[src/rtl/ifm_scan_ctrl.sv]
// ---------------------------------------------------------------------------
// ifm_scan_ctrl
//   Sequencer for IFM_BUF. Walks a 3x3 window over an IFM_H x IFM_W feature map
//   in snake order: right along even window-rows, left along odd window-rows,
//   one DOWN step between rows. Every step goes through a three-stage pipeline:
//     S0 : feature-map read request (rd_en / rd_cmd / rd_row / rd_col)
//     S1 : IFM_BUF move code (ifm_read), aligned with the returned read data
//     S2 : window presented to the PE array (win_valid / win_row / win_col / win_last)
//
//   Handshake: a window is transferred on a cycle where win_valid && win_ready.
//   The whole pipeline advances together when adv = !win_valid || win_ready.
//   If adv is low, every stage holds its contents, no read is issued (rd_en=0),
//   and IFM_BUF is told to hold its contents (ifm_read=KEEP). The memory must
//   keep its dout stable while rd_en is low.
//
// Ports
//   clk, rst_n          clock, asynchronous active-low reset
//   start               begin a scan (sampled only when idle)
//   rd_en/rd_cmd/rd_row/rd_col   read request and move code for the new window
//   ifm_read            IFM_BUF code: ALL=000 RIGHT=001 DOWN=010 LEFT=100 KEEP=111
//   win_valid/win_ready handshake with the PE array
//   win_row/win_col     top-left corner of the presented window
//   win_last            presented window is the final one
//   busy                scan in progress
//   done                one-cycle pulse after the final window is accepted
// ---------------------------------------------------------------------------
module ifm_scan_ctrl #(
  parameter int IFM_W = 8,
  parameter int IFM_H = 8,
  parameter int CNT_W = 8
) (
  input  logic             clk,
  input  logic             rst_n,
  input  logic             start,
  output logic             rd_en,
  output logic [2:0]       rd_cmd,
  output logic [CNT_W-1:0] rd_row,
  output logic [CNT_W-1:0] rd_col,
  output logic [2:0]       ifm_read,
  output logic             win_valid,
  input  logic             win_ready,
  output logic [CNT_W-1:0] win_row,
  output logic [CNT_W-1:0] win_col,
  output logic             win_last,
  output logic             busy,
  output logic             done
);

  localparam logic [2:0] CMD_ALL   = 3'b000;
  localparam logic [2:0] CMD_RIGHT = 3'b001;
  localparam logic [2:0] CMD_DOWN  = 3'b010;
  localparam logic [2:0] CMD_LEFT  = 3'b100;
  localparam logic [2:0] CMD_KEEP  = 3'b111;

  // Last legal top-left coordinates of a 3x3 window.
  localparam logic [CNT_W-1:0] COL_END = CNT_W'(IFM_W - 3);
  localparam logic [CNT_W-1:0] ROW_END = CNT_W'(IFM_H - 3);

  typedef enum logic [1:0] {
    ST_IDLE = 2'd0,
    ST_RUN  = 2'd1,
    ST_DONE = 2'd2
  } state_e;

  state_e state_q, state_d;

  // S0: move currently being requested from memory, plus scan direction.
  logic             s0_valid_q, s0_valid_d;
  logic [2:0]       s0_cmd_q,   s0_cmd_d;
  logic [CNT_W-1:0] s0_row_q,   s0_row_d;
  logic [CNT_W-1:0] s0_col_q,   s0_col_d;
  logic             dir_left_q, dir_left_d;

  // S1: move whose read data is arriving this cycle.
  logic             s1_valid_q, s1_valid_d;
  logic [2:0]       s1_cmd_q,   s1_cmd_d;
  logic [CNT_W-1:0] s1_row_q,   s1_row_d;
  logic [CNT_W-1:0] s1_col_q,   s1_col_d;
  logic             s1_last_q,  s1_last_d;

  // S2: window held in IFM_BUF and presented to the PE array.
  logic             win_valid_q, win_valid_d;
  logic [CNT_W-1:0] win_row_q,   win_row_d;
  logic [CNT_W-1:0] win_col_q,   win_col_d;
  logic             win_last_q,  win_last_d;

  logic adv;
  logic run;

  // Successor of the move held in S0. nxt_has=0 means S0 holds the final move.
  logic             nxt_has;
  logic [2:0]       nxt_cmd;
  logic [CNT_W-1:0] nxt_row;
  logic [CNT_W-1:0] nxt_col;
  logic             nxt_dir_left;

  always_comb begin
    nxt_has      = 1'b0;
    nxt_cmd      = s0_cmd_q;
    nxt_row      = s0_row_q;
    nxt_col      = s0_col_q;
    nxt_dir_left = dir_left_q;
    if (!dir_left_q) begin
      if (s0_col_q < COL_END) begin
        nxt_has = 1'b1;
        nxt_cmd = CMD_RIGHT;
        nxt_col = s0_col_q + 1'b1;
      end else if (s0_row_q < ROW_END) begin
        nxt_has      = 1'b1;
        nxt_cmd      = CMD_DOWN;
        nxt_row      = s0_row_q + 1'b1;
        nxt_dir_left = 1'b1;
      end
    end else begin
      if (s0_col_q != '0) begin
        nxt_has = 1'b1;
        nxt_cmd = CMD_LEFT;
        nxt_col = s0_col_q - 1'b1;
      end else if (s0_row_q < ROW_END) begin
        nxt_has      = 1'b1;
        nxt_cmd      = CMD_DOWN;
        nxt_row      = s0_row_q + 1'b1;
        nxt_dir_left = 1'b0;
      end
    end
  end

  assign run = (state_q == ST_RUN);
  assign adv = !win_valid_q || win_ready;

  always_comb begin
    state_d     = state_q;
    s0_valid_d  = s0_valid_q;
    s0_cmd_d    = s0_cmd_q;
    s0_row_d    = s0_row_q;
    s0_col_d    = s0_col_q;
    dir_left_d  = dir_left_q;
    s1_valid_d  = s1_valid_q;
    s1_cmd_d    = s1_cmd_q;
    s1_row_d    = s1_row_q;
    s1_col_d    = s1_col_q;
    s1_last_d   = s1_last_q;
    win_valid_d = win_valid_q;
    win_row_d   = win_row_q;
    win_col_d   = win_col_q;
    win_last_d  = win_last_q;

    case (state_q)
      ST_IDLE: begin
        if (start) begin
          state_d    = ST_RUN;
          s0_valid_d = 1'b1;
          s0_cmd_d   = CMD_ALL;
          s0_row_d   = '0;
          s0_col_d   = '0;
          dir_left_d = 1'b0;
        end
      end
      ST_RUN: begin
        if (adv) begin
          // S1 -> S2
          win_valid_d = s1_valid_q;
          win_row_d   = s1_row_q;
          win_col_d   = s1_col_q;
          win_last_d  = s1_last_q;
          // S0 -> S1; the last flag is known once S0 has no successor.
          s1_valid_d  = s0_valid_q;
          s1_cmd_d    = s0_cmd_q;
          s1_row_d    = s0_row_q;
          s1_col_d    = s0_col_q;
          s1_last_d   = !nxt_has;
          // Generate the next move into S0 (bubbles once the walk has ended).
          if (s0_valid_q) begin
            s0_valid_d = nxt_has;
            if (nxt_has) begin
              s0_cmd_d   = nxt_cmd;
              s0_row_d   = nxt_row;
              s0_col_d   = nxt_col;
              dir_left_d = nxt_dir_left;
            end
          end
        end
        if (win_valid_q && win_ready && win_last_q) begin
          state_d = ST_DONE;
        end
      end
      ST_DONE: begin
        state_d = ST_IDLE;
      end
      default: begin
        state_d = ST_IDLE;
      end
    endcase
  end

  always_ff @(posedge clk or negedge rst_n) begin
    if (!rst_n) begin
      state_q     <= ST_IDLE;
      s0_valid_q  <= 1'b0;
      s0_cmd_q    <= CMD_ALL;
      s0_row_q    <= '0;
      s0_col_q    <= '0;
      dir_left_q  <= 1'b0;
      s1_valid_q  <= 1'b0;
      s1_cmd_q    <= CMD_ALL;
      s1_row_q    <= '0;
      s1_col_q    <= '0;
      s1_last_q   <= 1'b0;
      win_valid_q <= 1'b0;
      win_row_q   <= '0;
      win_col_q   <= '0;
      win_last_q  <= 1'b0;
    end else begin
      state_q     <= state_d;
      s0_valid_q  <= s0_valid_d;
      s0_cmd_q    <= s0_cmd_d;
      s0_row_q    <= s0_row_d;
      s0_col_q    <= s0_col_d;
      dir_left_q  <= dir_left_d;
      s1_valid_q  <= s1_valid_d;
      s1_cmd_q    <= s1_cmd_d;
      s1_row_q    <= s1_row_d;
      s1_col_q    <= s1_col_d;
      s1_last_q   <= s1_last_d;
      win_valid_q <= win_valid_d;
      win_row_q   <= win_row_d;
      win_col_q   <= win_col_d;
      win_last_q  <= win_last_d;
    end
  end

  // A read is only issued on a cycle where S0 actually moves into S1.
  assign rd_en    = run && s0_valid_q && adv;
  assign rd_cmd   = s0_cmd_q;
  assign rd_row   = s0_row_q;
  assign rd_col   = s0_col_q;
  // KEEP on stalls and on bubbles so IFM_BUF never shifts without new data.
  assign ifm_read = (run && adv && s1_valid_q) ? s1_cmd_q : CMD_KEEP;

  assign win_valid = win_valid_q;
  assign win_row   = win_row_q;
  assign win_col   = win_col_q;
  assign win_last  = win_last_q;
  assign busy      = run;
  assign done      = (state_q == ST_DONE);

endmodule

[config.mk]
export PLATFORM = sky130hd
export DESIGN_NAME = ifm_scan_ctrl
export DESIGN_NICKNAME = d
export VERILOG_FILES = /design/src/rtl/ifm_scan_ctrl.sv
export SDC_FILE = /design/constraint.sdc
export NUM_CORES = 1
export LEC_CHECK = 0
export ABC_CLOCK_PERIOD_IN_PS = 2000
export CORE_MARGIN = 8
export CORE_UTILIZATION = 47
export CTS_CLUSTER_SIZE = 20
export DETAILED_ROUTE_END_ITERATION = 6
export PLACE_DENSITY = 0.75
export SYNTH_ARGS = -nofsm -noshare
export SYNTH_HDL_FRONTEND = slang
export SYNTH_SLANG_ARGS = --single-unit
[constraint.sdc]
create_clock -name clk -period 2 [get_ports clk]
set_input_delay 0.3 -clock clk [delete_from_list [all_inputs] [get_ports clk]]
set_output_delay 0.3 -clock clk [all_outputs]
set_load 0.02 [all_outputs]
After elaboration in Yosys (flattened, before gate mapping)
Cells that the tools add are included.
Storage, ports and cells
  register bits after elaboration: 62
  bits in latches: 0
  bits in writable memories: 0
  bits in read-only memories: 0
  bits of input ports: 4
  output and inout port bits: 43
  memories: 0
Cells by class
  add/subtract/negate cells: 3
  $mul: 0
  div/mod/pow operators: 0
  magnitude comparators: 2
  equal/unequal tests: 11
  shift-type cells: 0
  mux-type cells: 46
  bitwise logic cells: 0
  reductions and logical operators: 18
Operators by type and width (number)
  two-way mux 8 bit: 14
  one-hot mux 8 bit (2 select lines): 2
  two-way mux 3 bit: 9
  adder 8 x 1 -> 8 bit, second input constant: 2
  less-than comparator 8 x 3 -> 1 bit, second input constant: 2
  two-way mux 1 bit: 15
  AND reduction 7 bit: 2
  nonzero test 8 bit: 1
  subtractor 8 x 1 -> 8 bit, second input constant: 1
  logical AND 1 bit: 6
  inequality test 2 bit, second input constant: 3
  inequality test 3 x 2 -> 1 bit, second input constant: 2
  inequality test 3 bit, second input constant: 2
  one-hot mux 3 bit (2 select lines): 1
  AND reduction 5 bit: 1
  two-way mux 2 bit: 2
  inequality test 2 x 1 -> 1 bit, second input constant: 2
  one-hot mux 1 bit (2 select lines): 2
  one-hot mux 2 bit (2 select lines): 1
  AND reduction 2 bit: 2
  AND reduction 3 bit: 1
  equality test 2 x 1 -> 1 bit, second input constant: 1
  equality test 2 bit, second input constant: 1
  logical NOT 1 bit: 2
  other kinds (3): 3

Logic depth before layout (Yosys ltp)
Gate-level depths: netlist of the first run.
  word-level depth: 8
  mapped depth: 8

Least setup slack after synthesis of the first run
OpenSTA, ideal clock, no wires.
  path kind: flip-flop to flip-flop
  start point: reg s0_col_q[6], in the netlist rd_col[6]
  end point: reg s0_col_q[7], in the netlist rd_col[7]
  library setup time: 0.076 ns
  arrival time: 2.104 ns
  data required time: 1.924 ns
  path slack: -0.180 ns
  stages on the path, launching flop included: 7
  path buffers: 0
  clock period less this slack: 2.180 ns
  path through: dfrtp_1 -> or4_4 -> nor4b_4 -> a211o_2 -> nand2_4 -> or4_1 -> o21ai_1
On the way
  cells in the longest elaborated chain, start to end: 7
  elaborated cells between the ends (all ways): 18
  those cells by class: add/sub: 2; order compare: 1; eq/ne: 3; mux: 10; reduce/logical: 2
RTL lines
  from (decl): RTL line 71  | logic [CNT_W-1:0] s0_col_q, s0_col_d;
  from (signal assigned): RTL line 218  | s0_col_q <= s0_col_d;
  adder 8 x 1 -> 8 bit or subtractor 8 x 1 -> 8 bit (tied branches): RTL line 107, 118
  two-way mux 8 bit, on equally long branches: RTL line 104, 115
  two-way mux 8 bit: RTL line 103  | if (!dir_left_q) begin
  two-way mux 8 bit: RTL line 175  | if (nxt_has) begin
  two-way mux 8 bit: RTL line 173  | if (s0_valid_q) begin
  two-way mux 8 bit: RTL line 160  | if (adv) begin
  one-hot mux 8 bit (2 select lines): RTL line 148  | case (state_q)
Several ways; a longest one is shown, not always the timed one. The select of a mux whose other input is x is not followed.
A chain may end at the register's enable or synchronous reset.

Worst setup path after layout of the first run
  start point: reg s0_col_q[6], in the netlist rd_col[6]
  end point: reg s0_col_q[0], in the netlist rd_col[0]
On the way
  cells in the longest elaborated chain, start to end: 5
  elaborated cells between the ends (all ways): 9
  those cells by class: order compare: 1; eq/ne: 3; mux: 3; reduce/logical: 2
RTL lines (RTL line)
  less-than comparator 8 x 3 -> 1 bit or nonzero test 8 bit (tied branches): 104, 115
  two-way mux 1 bit, on equally long branches: 104, 115
  two-way mux 1 bit: 103
  inequality test 2 x 1 -> 1 bit (no source line)
  AND reduction 7 bit (no source line) (*)
Every way passes the cells marked *; elsewhere a longest branch is shown, timed or not.

==> results_dict.tcl, run 1 <==
set metrics [dict create \
    status "complete, but fails checks" \
    violations "setup timing" \
    grtUsageTotal 0.153 \
    cp-startpoint "rd_col[6]" \
    nets 389 \
    synth_edf_count 0 \
    avgSynthCellArea_um2 9.38 \
    hold_path_class "reg2reg" \
    worstHoldPathCells 2 \
    tns_ns -0.833 \
    slowest_stage "or4_4" \
    synth_warnings 0 \
    cts.clk_slew.worst_paths_ns 0.07 \
    reg2reg_depth 6 \
    cp_top_family "simple AND/OR/NAND/NOR gates" \
    synth_fp_nets 311 \
    cts_buffers 9 \
    ys_types 44 \
    pwr_density_cell_nw_per_um2 1780 \
    reg2reg_slack_ns -0.12 \
    finalClockSkew_ns 0.00978 \
    wl_per_cell_um 14.6 \
    drv_slew 0 \
    path_depth 6 \
    grt_pass1_wl_um 10600 \
    clk_path_buf_depth 2 \
    synth_top_area_frac 0.555 \
    cpPeakStageDelay_ns 0.56 \
    path_cells "or4_4 -> nand3b_1 -> a211o_4 -> nand2_4 -> nor2_2 -> mux2_2" \
    first_global_vias 2311 \
    grt-ovfl-total 0 \
    cts_root_buf "clkbuf_8" \
    synth_most_common_cell "nand2_1" \
    chipHeight_um 93.1 \
    die_area_um2 8670 \
    irDropWorstVdd_mv 1.12 \
    ys.flop_type "dfrtp_1" \
    final_cells 456 \
    reg2reg_to "rd_col[0]" \
    crit_buf_inv 0 \
    port_buffers 46 \
    hold_viol_final 0 \
    gp_congestion 0.876 \
    synth_cells 298 \
    drc 0 \
    worst_slew_pin_slew_ns 0.339 \
    drtPass1Iterations 4 \
    maxCapViolCount 0 \
    drtIter0Drc 129 \
    drive_gt1_frac 0.173 \
    placed_cells 437 \
    synthTopCellsByCount "nand2_1 (116), dfrtp_1 (62), nor2_1 (11), a21oi_1 (8), ha_1 (8)" \
    rr_startpoint "rd_col[6]" \
    area_growth_pct 36.7 \
    viasPerCell 5.12 \
    crit_path_max_fanout 4 \
    grt_max_degree 63 \
    postLayoutCoreUtil 0.653 \
    io_pins 47 \
    n_antenna_cell 0 \
    ys_ff_latch 62 \
    power_leakage_nw 1.87 \
    hpwl_um 4520 \
    ys_seq_area_frac 0.555 \
    max_freq_mhz 471 \
    fin_ws_ns -0.123 \
    syn_area_um2 2790 \
    routed_wl_um 6670 \
    min_period_over_period 1.06 \
    async_reset_ff_frac 1.00 \
    clk_latency_ns 0.33 \
    timing.final.crit_period_ns 2.12 \
    rsz0062_at_grt "true" \
    dr_total_vias 2333 \
    row_count 28 \
    htreeDepth 3 \
    antenna_found_initial 0 \
    postRouteAntennaNets 0 \
    die_w_um 93.1 \
    worstSetupPathType "reg2reg" \
    start_util 0.478 \
    cts_tree "yes" \
    coreArea_um2 5850 \
    cp-endpoint "rd_col[0]" \
    startpoint_type "flop" \
    synth.largest_area_cell "dfrtp_1" \
    dpl_worst_slack_ns -0.197 \
    required_ns 2.22 \
    relSlewSlack 0.774 \
    cp.arrival_ns 2.34 \
    setup_viol 15 \
    cp-end-kind "flop" \
    ys_top_cells_by_area "dfrtp_1 (56%), nand2_1 (16%), ha_1 (3.6%), nor2b_1 (1.6%), nor2_1 (1.5%)" \
    cts_sinks 62 \
]
## per-layer routing
| layer | wire length (um) | global-route usage |
|---|---|---|
| met1 | 3000 | 0.187 |
| met2 | 3210 | 0.248 |
| met3 | 360 | 0.0417 |
| met4 | 104 | 0.0658 |
| met5 | 0 | 0 |
## through the flow
| stage | instance area (um^2) | total power [mW] | hold WS [ns] |
|---|---|---|---|
| floorplan | 2800 | 4.10 | 0.00441 |
| global placement | 3540 | 5.47 | 0.331 |
| detailed placement | 3540 | 5.60 | 0.342 |
| CTS | 3750 | 6.69 | 0.462 |
| global route | 3820 | 7.30 | 0.487 |
| finish | 3820 | 6.81 | 0.462 |
## placed cells by master, fill, tap and decap left out, types with 4 or more instances in the layout
cell | netlist | routed
o31ai_1 | 4 | 4
buf_4 | 0 | 28
nor2_1 | 11 | 9
nor3_1 | 5 | 4
clkdlybuf4s50_1 | 0 | 40
xnor2_1 | 4 | 4
clkbuf_8 | 0 | 10
a21oi_1 | 8 | 7
nor2b_1 | 7 | 7
inv_1 | 5 | 5
ha_1 | 8 | 8
o21ai_0 | 7 | 7
nand2_1 | 116 | 115
a21o_1 | 5 | 5
dfrtp_1 | 62 | 59
## sequential cells by signal, indices dropped and copies added, names as in the netlist, 2 cells and up
| name | flops |
|---|---|
| rd_col | 8 |
| rd_row | 8 |
| s1_col_q | 8 |
| s1_row_q | 8 |
| win_col | 8 |
| win_row | 8 |
| rd_cmd | 3 |
| s1_cmd_q | 3 |
| state_q | 2 |
## cells by family (layout without fill, tap and decap cells)
group | count (synthesis) | in the layout | synth area share
adders and majority gates | 9 | 9 | 0.0430
xor gates and xnor gates | 6 | 6 | 0.0188
muxes | 1 | 1 | 0.00403
DFF | 62 | 62 | 0.555
and+or+nand+nor | 158 | 158 | 0.248
AOI/OAI and AO/OA | 45 | 45 | 0.107
buffers and inverters | 17 | 100 | 0.0233
## power by group
group | internal, mW | switching, mW
registers | 1.67 | 0.294
clock network | 0.609 | 0.479
logic | 1.70 | 2.06
## how the worst min path moves through the flow
stage,to,slack [ns],startpoint
floorplan,dir_left_q,0.004,rst_n
global placement,rd_col[4],0.33,rst_n
detailed placement,rd_col[4],0.34,rst_n
finish,win_col[6],0.46,s1_col_q[6]
CTS,win_col[2],0.46,s1_col_q[2]
global route,win_col[6],0.49,s1_col_q[6]
## worst reg2reg max path, delay by kind of cell (launching register included)
family / cells / cell delay, ns
AOI/OAI and AO/OA: 1 / 0.39
DFF: 1 / 0.40
muxes: 1 / 0.26
and+or+nand+nor: 4 / 0.96
## repair_timing
| item | in CTS | in global routing |
|---|---|---|
| hold endpoints to repair | 62 | 0 |
| hold buffers | 1 | 0 |
| setup endpoints to repair | 15 | 19 |
| resized for setup | 10 | 13 |
| buffers inserted | 1 | 1 |
| pin swaps | 2 | 4 |
## final cells by class
cell class | count | area, um^2
clock buffer | 11 | 141
clock inverter | 5 | 58.8
fill | 468 | 2030
inverter | 6 | 22.5
multi-input combinational | 219 | 1230
sequential | 62 | 1560
tap | 75 | 93.8
timing repair buffer | 78 | 716
No activity file was read; power rests on OpenSTA's default activity.
==> run 2: changes to the inputs <==
--- a/config.mk
+++ b/config.mk
@@ -6,6 +6,7 @@
 export NUM_CORES = 1
 export LEC_CHECK = 0
 export ABC_CLOCK_PERIOD_IN_PS = 2000
+export CAP_MARGIN = 20
 export CORE_MARGIN = 8
 export CORE_UTILIZATION = 47
 export CTS_CLUSTER_SIZE = 20
==> results of run 2 <==
Final layout, timing and power as in run 1 (identical DEF).
